--- config.mk ---
export PLATFORM = sky130hd
export DESIGN_NAME = serial_demux_tx_n
export DESIGN_NICKNAME = d
export VERILOG_FILES = /design/src/rtl/serial_demux_tx_n_pkg.sv /design/src/rtl/serial_demux_tx_n_if.sv /design/src/rtl/serial_demux_tx_n_sync.sv /design/src/rtl/serial_demux_tx_n.sv
export SDC_FILE = /design/constraint.sdc
export NUM_CORES = 1
export LEC_CHECK = 0
export CORE_MARGIN = 2
export CORE_UTILIZATION = 55
export DETAILED_ROUTE_END_ITERATION = 10
export PLACE_DENSITY = 0.86
export SYNTH_ARGS = -nofsm -noshare
export SYNTH_HDL_FRONTEND = slang
export SYNTH_SLANG_ARGS = --single-unit
--- constraint.sdc ---
create_clock -name clk -period 1.74 [get_ports clk]
set_clock_uncertainty 0.15 [all_clocks]
set_input_delay 0.348 -clock clk [delete_from_list [all_inputs] [get_ports clk]]
set_output_delay 0.348 -clock clk [all_outputs]
set_load 0.005 [all_outputs]
--- src/rtl/serial_demux_tx_n_pkg.sv ---
// Shared constants for the serial demux transmitter: FSM encodings and
// synchronizer depth.
package serial_tx_pkg;

  localparam int SYNC_STAGES = 2;

  localparam logic [2:0] S_IDLE    = 3'd0;
  localparam logic [2:0] S_GET_CH  = 3'd1;
  localparam logic [2:0] S_GET_LEN = 3'd2;
  localparam logic [2:0] S_DATA    = 3'd3;
  localparam logic [2:0] S_PARITY  = 3'd4;
  localparam logic [2:0] S_DONE    = 3'd5;

endpackage

--- src/rtl/serial_demux_tx_n_if.sv ---
// Sample stream from the push-button synchronizer to the frame FSM, plus the
// FSM state so checkers can observe it at one point.
interface serial_demux_tx_n_if;
  // smp is a single-cycle strobe; sbit is only meaningful while smp is high.
  // There is no back-pressure: the FSM must consume every strobe.
  logic       smp;
  logic       sbit;
  logic [2:0] state;

  modport master (output smp, output sbit, input  state);
  modport slave  (input  smp, input  sbit, output state);
endinterface

--- src/rtl/serial_demux_tx_n_sync.sv ---
// Synchronizes the push-button strobe and serial line, and turns each rising
// edge of the synced strobe into one registered sample pulse.
module pb_sample_sync
  import serial_tx_pkg::*;
(
  input  logic                  clk,
  input  logic                  rst,
  input  logic                  clk_pb_i,
  input  logic                  ser_i,
  serial_demux_tx_n_if.master   smp_o
);

  logic [SYNC_STAGES-1:0] pb_q;
  logic [SYNC_STAGES-1:0] ser_q;
  logic                   pb_prev_q;
  logic                   smp_q;
  logic                   bit_q;

  always_ff @(posedge clk) begin
    if (rst) begin
      pb_q      <= '0;
      ser_q     <= '0;
      pb_prev_q <= 1'b0;
      smp_q     <= 1'b0;
      bit_q     <= 1'b0;
    end else begin
      pb_q      <= {pb_q[SYNC_STAGES-2:0], clk_pb_i};
      ser_q     <= {ser_q[SYNC_STAGES-2:0], ser_i};
      pb_prev_q <= pb_q[SYNC_STAGES-1];
      // A held strobe produces one pulse: only the 0->1 transition counts.
      smp_q     <= pb_q[SYNC_STAGES-1] & ~pb_prev_q;
      bit_q     <= ser_q[SYNC_STAGES-1];
    end
  end

  assign smp_o.smp  = smp_q;
  assign smp_o.sbit = bit_q;

endmodule

--- src/rtl/serial_demux_tx_n.sv ---
// Serial frame receiver: start bit, channel address, length, payload, optional
// even parity. Payload bits are routed onto the addressed bit of p.
module serial_demux_tx_n
  import serial_tx_pkg::*;
#(
  parameter  int NUM_CH    = 4,
  parameter  int LEN_W     = 4,
  parameter  bit PARITY_EN = 1'b1,
  localparam int CH_W      = $clog2(NUM_CH)
) (
  input  logic              clk,
  input  logic              rst,
  input  logic              clkPB,
  input  logic              Ser_In,
  output logic [NUM_CH-1:0] p,
  output logic              SerOutValid,
  output logic              done,
  output logic              parity_err,
  output logic              busy,
  output logic [CH_W-1:0]   ch_cur,
  output logic [LEN_W-1:0]  rem_cnt
);

  localparam logic [2:0] S_TAIL = PARITY_EN ? S_PARITY : S_DONE;

  serial_demux_tx_n_if sif ();

  pb_sample_sync u_sync (
    .clk      (clk),
    .rst      (rst),
    .clk_pb_i (clkPB),
    .ser_i    (Ser_In),
    .smp_o    (sif)
  );

  logic [2:0]        state_q, state_d;
  logic [CH_W-1:0]   ch_q, ch_d;
  logic [LEN_W-1:0]  rem_q, rem_d;
  logic [7:0]        fcnt_q, fcnt_d;
  logic              acc_q, acc_d;
  logic              perr_q, perr_d;
  logic [NUM_CH-1:0] p_q, p_d;
  logic              vld_q, vld_d;
  logic              done_q, done_d;
  logic [CH_W-1:0]   ch_shift;
  logic [LEN_W-1:0]  len_shift;

  assign ch_shift  = CH_W'({ch_q, sif.sbit});
  assign len_shift = LEN_W'({rem_q, sif.sbit});

  always_comb begin
    state_d = state_q;
    ch_d    = ch_q;
    rem_d   = rem_q;
    fcnt_d  = fcnt_q;
    acc_d   = acc_q;
    perr_d  = perr_q;
    p_d     = p_q;
    vld_d   = 1'b0;
    done_d  = 1'b0;
    case (state_q)
      S_IDLE: begin
        if (sif.smp && !sif.sbit) begin
          state_d = S_GET_CH;
          perr_d  = 1'b0;
          acc_d   = 1'b0;
          fcnt_d  = '0;
        end
      end
      S_GET_CH: begin
        if (sif.smp) begin
          ch_d = ch_shift;
          if (fcnt_q == 8'(CH_W - 1)) begin
            fcnt_d  = '0;
            state_d = S_GET_LEN;
          end else begin
            fcnt_d = fcnt_q + 8'd1;
          end
        end
      end
      S_GET_LEN: begin
        if (sif.smp) begin
          rem_d = len_shift;
          if (fcnt_q == 8'(LEN_W - 1)) begin
            fcnt_d  = '0;
            state_d = (len_shift != '0) ? S_DATA : S_TAIL;
          end else begin
            fcnt_d = fcnt_q + 8'd1;
          end
        end
      end
      S_DATA: begin
        if (sif.smp) begin
          p_d          = '0;
          p_d[ch_q]    = sif.sbit;
          vld_d        = 1'b1;
          acc_d        = acc_q ^ sif.sbit;
          if (rem_q != '0) rem_d = rem_q - LEN_W'(1);
          if (rem_q <= LEN_W'(1)) state_d = S_TAIL;
        end
      end
      S_PARITY: begin
        if (sif.smp) begin
          perr_d  = acc_q ^ sif.sbit;
          state_d = S_DONE;
        end
      end
      S_DONE: begin
        // done is registered so it lands after any final SerOutValid pulse.
        done_d  = 1'b1;
        p_d     = '0;
        state_d = S_IDLE;
      end
      default: state_d = S_IDLE;
    endcase
  end

  always_ff @(posedge clk) begin
    if (rst) begin
      state_q <= S_IDLE;
      ch_q    <= '0;
      rem_q   <= '0;
      fcnt_q  <= '0;
      acc_q   <= 1'b0;
      perr_q  <= 1'b0;
      p_q     <= '0;
      vld_q   <= 1'b0;
      done_q  <= 1'b0;
    end else begin
      state_q <= state_d;
      ch_q    <= ch_d;
      rem_q   <= rem_d;
      fcnt_q  <= fcnt_d;
      acc_q   <= acc_d;
      perr_q  <= perr_d;
      p_q     <= p_d;
      vld_q   <= vld_d;
      done_q  <= done_d;
    end
  end

  assign sif.state   = state_q;
  assign p           = p_q;
  assign SerOutValid = vld_q;
  assign done        = done_q;
  assign parity_err  = perr_q;
  assign busy        = (state_q != S_IDLE);
  assign ch_cur      = ch_q;
  assign rem_cnt     = rem_q;

endmodule

==> metrics.csv <==
metric;value;unit
crit path from;p[0]$_SDFFE_PP0P_;
Req. time, crit path;1240;ps
HP Class;reg2reg;
total number of vias;1411;
fraction of layout instances using a drive strength above 1;29.6;%
Ant. Diodes;0;
std cell rows;19;
Initial Utilization;58.7;%
Max Fclk;588;MHz
Power Dens Cells;597;nW/um^2
WP data arrival;1200;ps
Yosys reg bits;32;
max cap viols;0;
vias per cell;5.78;
CTS sink count;32;
post-synthesis sequential area ratio;39.3;%
worst setup margin;40.2;ps
Port-buffer cells;17;
Max-slew headroom;75.6;%
DRC viols;0;
crit start category;flip-flop;
global route total overflow;0;
final worst-path cycle share;97.7;%
VDD IR max;571;uV
Place WS;-27.7;ps
total nets after synthesis;185;
Async SR Flop Fraction;0;%
fin area;2070;sq um
Worst setup EP type;primary output;
die width;58.5;microns
unrepaired setup endpoints after global routing;yes;
CP max stage cell;clkdlybuf4s50_1;
largest cells by area after synthesis;dfxtp_1 (39%), nor2_1 (6.0%), ha_1 (3.8%);
Slew @ Worst Pin;361;ps
Die Y-Extent;58.5;microns
H-tree levels;2;
Longest Clk Path Bufs;2;
vias in the first global route;1350;
Synth cell types;50;
GRT Util Overall;24.8;%
Setup violations, final;0;
crit-path cells;clkdlybuf4s50_1;
initial antenna violation count;0;
Critical Path Fanout Max;2;
hold_buf cts;0;
Cells after Synth;176;
final hold vios;0;
dpl hpwl;2640;microns
die area;3420;sq um
synthesis warning total;0;
Syn Area/Cell;9.27;sq um
synthesized cell area;1630;sq um
nets@finish;221;
post-synth top area share;39.3;%
family with the most delay on the worst path;buffers and inverters;
post-synth top area cell;dfxtp_1;
Placeable Area;2780;sq um
Inserted Clock Buffers;5;
gp weighted congestion;0.781;
Skew-Pair Late Insertion Delay;360;ps
number of routed nets with antenna violations;0;
router iterations before antenna repair;4;
WHS;243;ps
Final Slew Violations;0;
WL per Instance;15.5;microns
Layout area overhead;26.8;%
IO Count;18;
Initial DRC Count;65;
CTS clk-pin slew, worst paths;120;ps
Post-synth top flop;dfxtp_1;
TritonCTS clock tree;done;
first-pass GRT wire length;6240;microns
min cycle time layout;1700;ps
Area after DPL;1890;sq um
Leak Pwr;0.896;nW
Post-Layout Cell Count;244;
Hold Crit Start;u_sync.pb_prev_q$_SDFF_PP0_;
EDFF count, synth;0;
critical path's largest stage delay;490;ps
Setup CP Type;reg2out;
reg-to-reg startpoint;rem_cnt[1]$_SDFFE_PP0P_;
drt total wl;3780;microns
status;complete, no violations;
count leader, synth;dfxtp_1;
most frequent cells after synthesis;dfxtp_1 (32), nor2_1 (26), a21oi_1 (12);
largest net degree at the start of global routing;23;
critical path buffer and inverter count;1;
placed cells;228;
root buffer cell;clkbuf_4;
-- power by group --
group          switching (mW)  internal [mW]
Clock                   0.288          0.155
Sequential            0.00468          0.729
Combinational          0.0312         0.0276
-- stage by stage --
stage	total power, mW	setup TNS (ps)	util [%]
floorplan	0.796	0	-
global placement	0.816	0	67.8
detailed placement	0.819	-51.3	67.8
CTS	1.23	0	72.4
global route	1.28	-29.0	74.4
finish	1.24	0	74.4
-- routing by layer --
layer / wire (microns) / share of wire (%) / vias to the layer above / global-route usage, %
met4: 88 / 2.3 / 0 / 11.3
met3: 185 / 4.9 / 7 / 7.47
met1: 1590 / 42 / 673 / 28.5
met5: 0 / 0 / - / 0
met2: 1920 / 51 / 45 / 42.1
li1: - / - / 686 / -
-- path summary, 6_finish.rpt --
| kind | to | slack (ps) | cells past startpoint |
|---|---|---|---|
| setup reg to reg | sif.state[0]$_SDFFE_PP0P_ | 60 | 7 |
| setup / recovery | p[0] | 40 | 1 |
| hold reg to reg | u_sync.smp_o.smp$_SDFF_PP0_ | 240 | 1 |
| hold / removal | u_sync.smp_o.smp$_SDFF_PP0_ | 240 | 1 |
-- logic make-up (layout without fill, tap and decap cells) --
family	after synthesis	count (layout)	share of synthesized area (%)
and+or+nand+nor	77	77	26.3
AOI/OAI and AO/OA	38	38	20.2
DFF	32	32	39.3
buffers and inverters	14	51	4.91
xor gates and xnor gates	8	8	4.29
adders and majority gates	5	5	3.83
muxes	2	2	1.23
-- what timing repair did --
action | 4_1_cts | 5_1_grt
pin swaps | 2 | 8
resized for setup | 18 | 15
endpoints found under the setup margin | 9 | 18
setup buffers | 6 | 3
-- cell usage in the layout, fill, tap and decap left out, drive strengths merged, types with 2 or more instances in the layout --
| cell | n |
|---|---|
| a211oi | 2 |
| xnor2 | 2 |
| nor2 | 27 |
| inv | 6 |
| nor3 | 3 |
| clkinv | 3 |
| clkdlybuf4s50 | 11 |
| dlymetal6s2s | 4 |
| xor2 | 6 |
| nand3b | 2 |
| and2 | 2 |
| o21ai | 8 |
| mux2i | 2 |
| nand4 | 5 |
| a311oi | 2 |
| ha | 5 |
| dlygate4sd2 | 2 |
| nand3 | 6 |
| a31oi | 2 |
| nand2b | 6 |
| dfxtp | 32 |
| buf | 20 |
| clkbuf | 5 |
| nand2 | 11 |
| a21o | 3 |
| nor2b | 9 |
| a21oi | 13 |
-- flip-flops by register name, summed over array words and instances, names as in the netlist --
name and flops:
u_sync.pb_prev_q 1, SerOutValid 1, u_sync.smp_o.smp 1, p 4, fcnt_q 8, u_sync.pb_q 2, done 1, rem_cnt 4
u_sync.smp_o.sbit 1, u_sync.ser_q 2, parity_err 1, sif.state 3, acc_q 1, ch_cur 2
-- final cells by class --
cell class | count | area, sq um
repair buffers | 37 | 344
flip-flops and latches | 32 | 676
clock inverters | 3 | 18.8
clock buffers | 5 | 37.5
well taps | 31 | 38.8
multi-input cells | 130 | 931
inverters | 6 | 22.5
fillers | 201 | 713
Power figures use the tool's default switching activity.
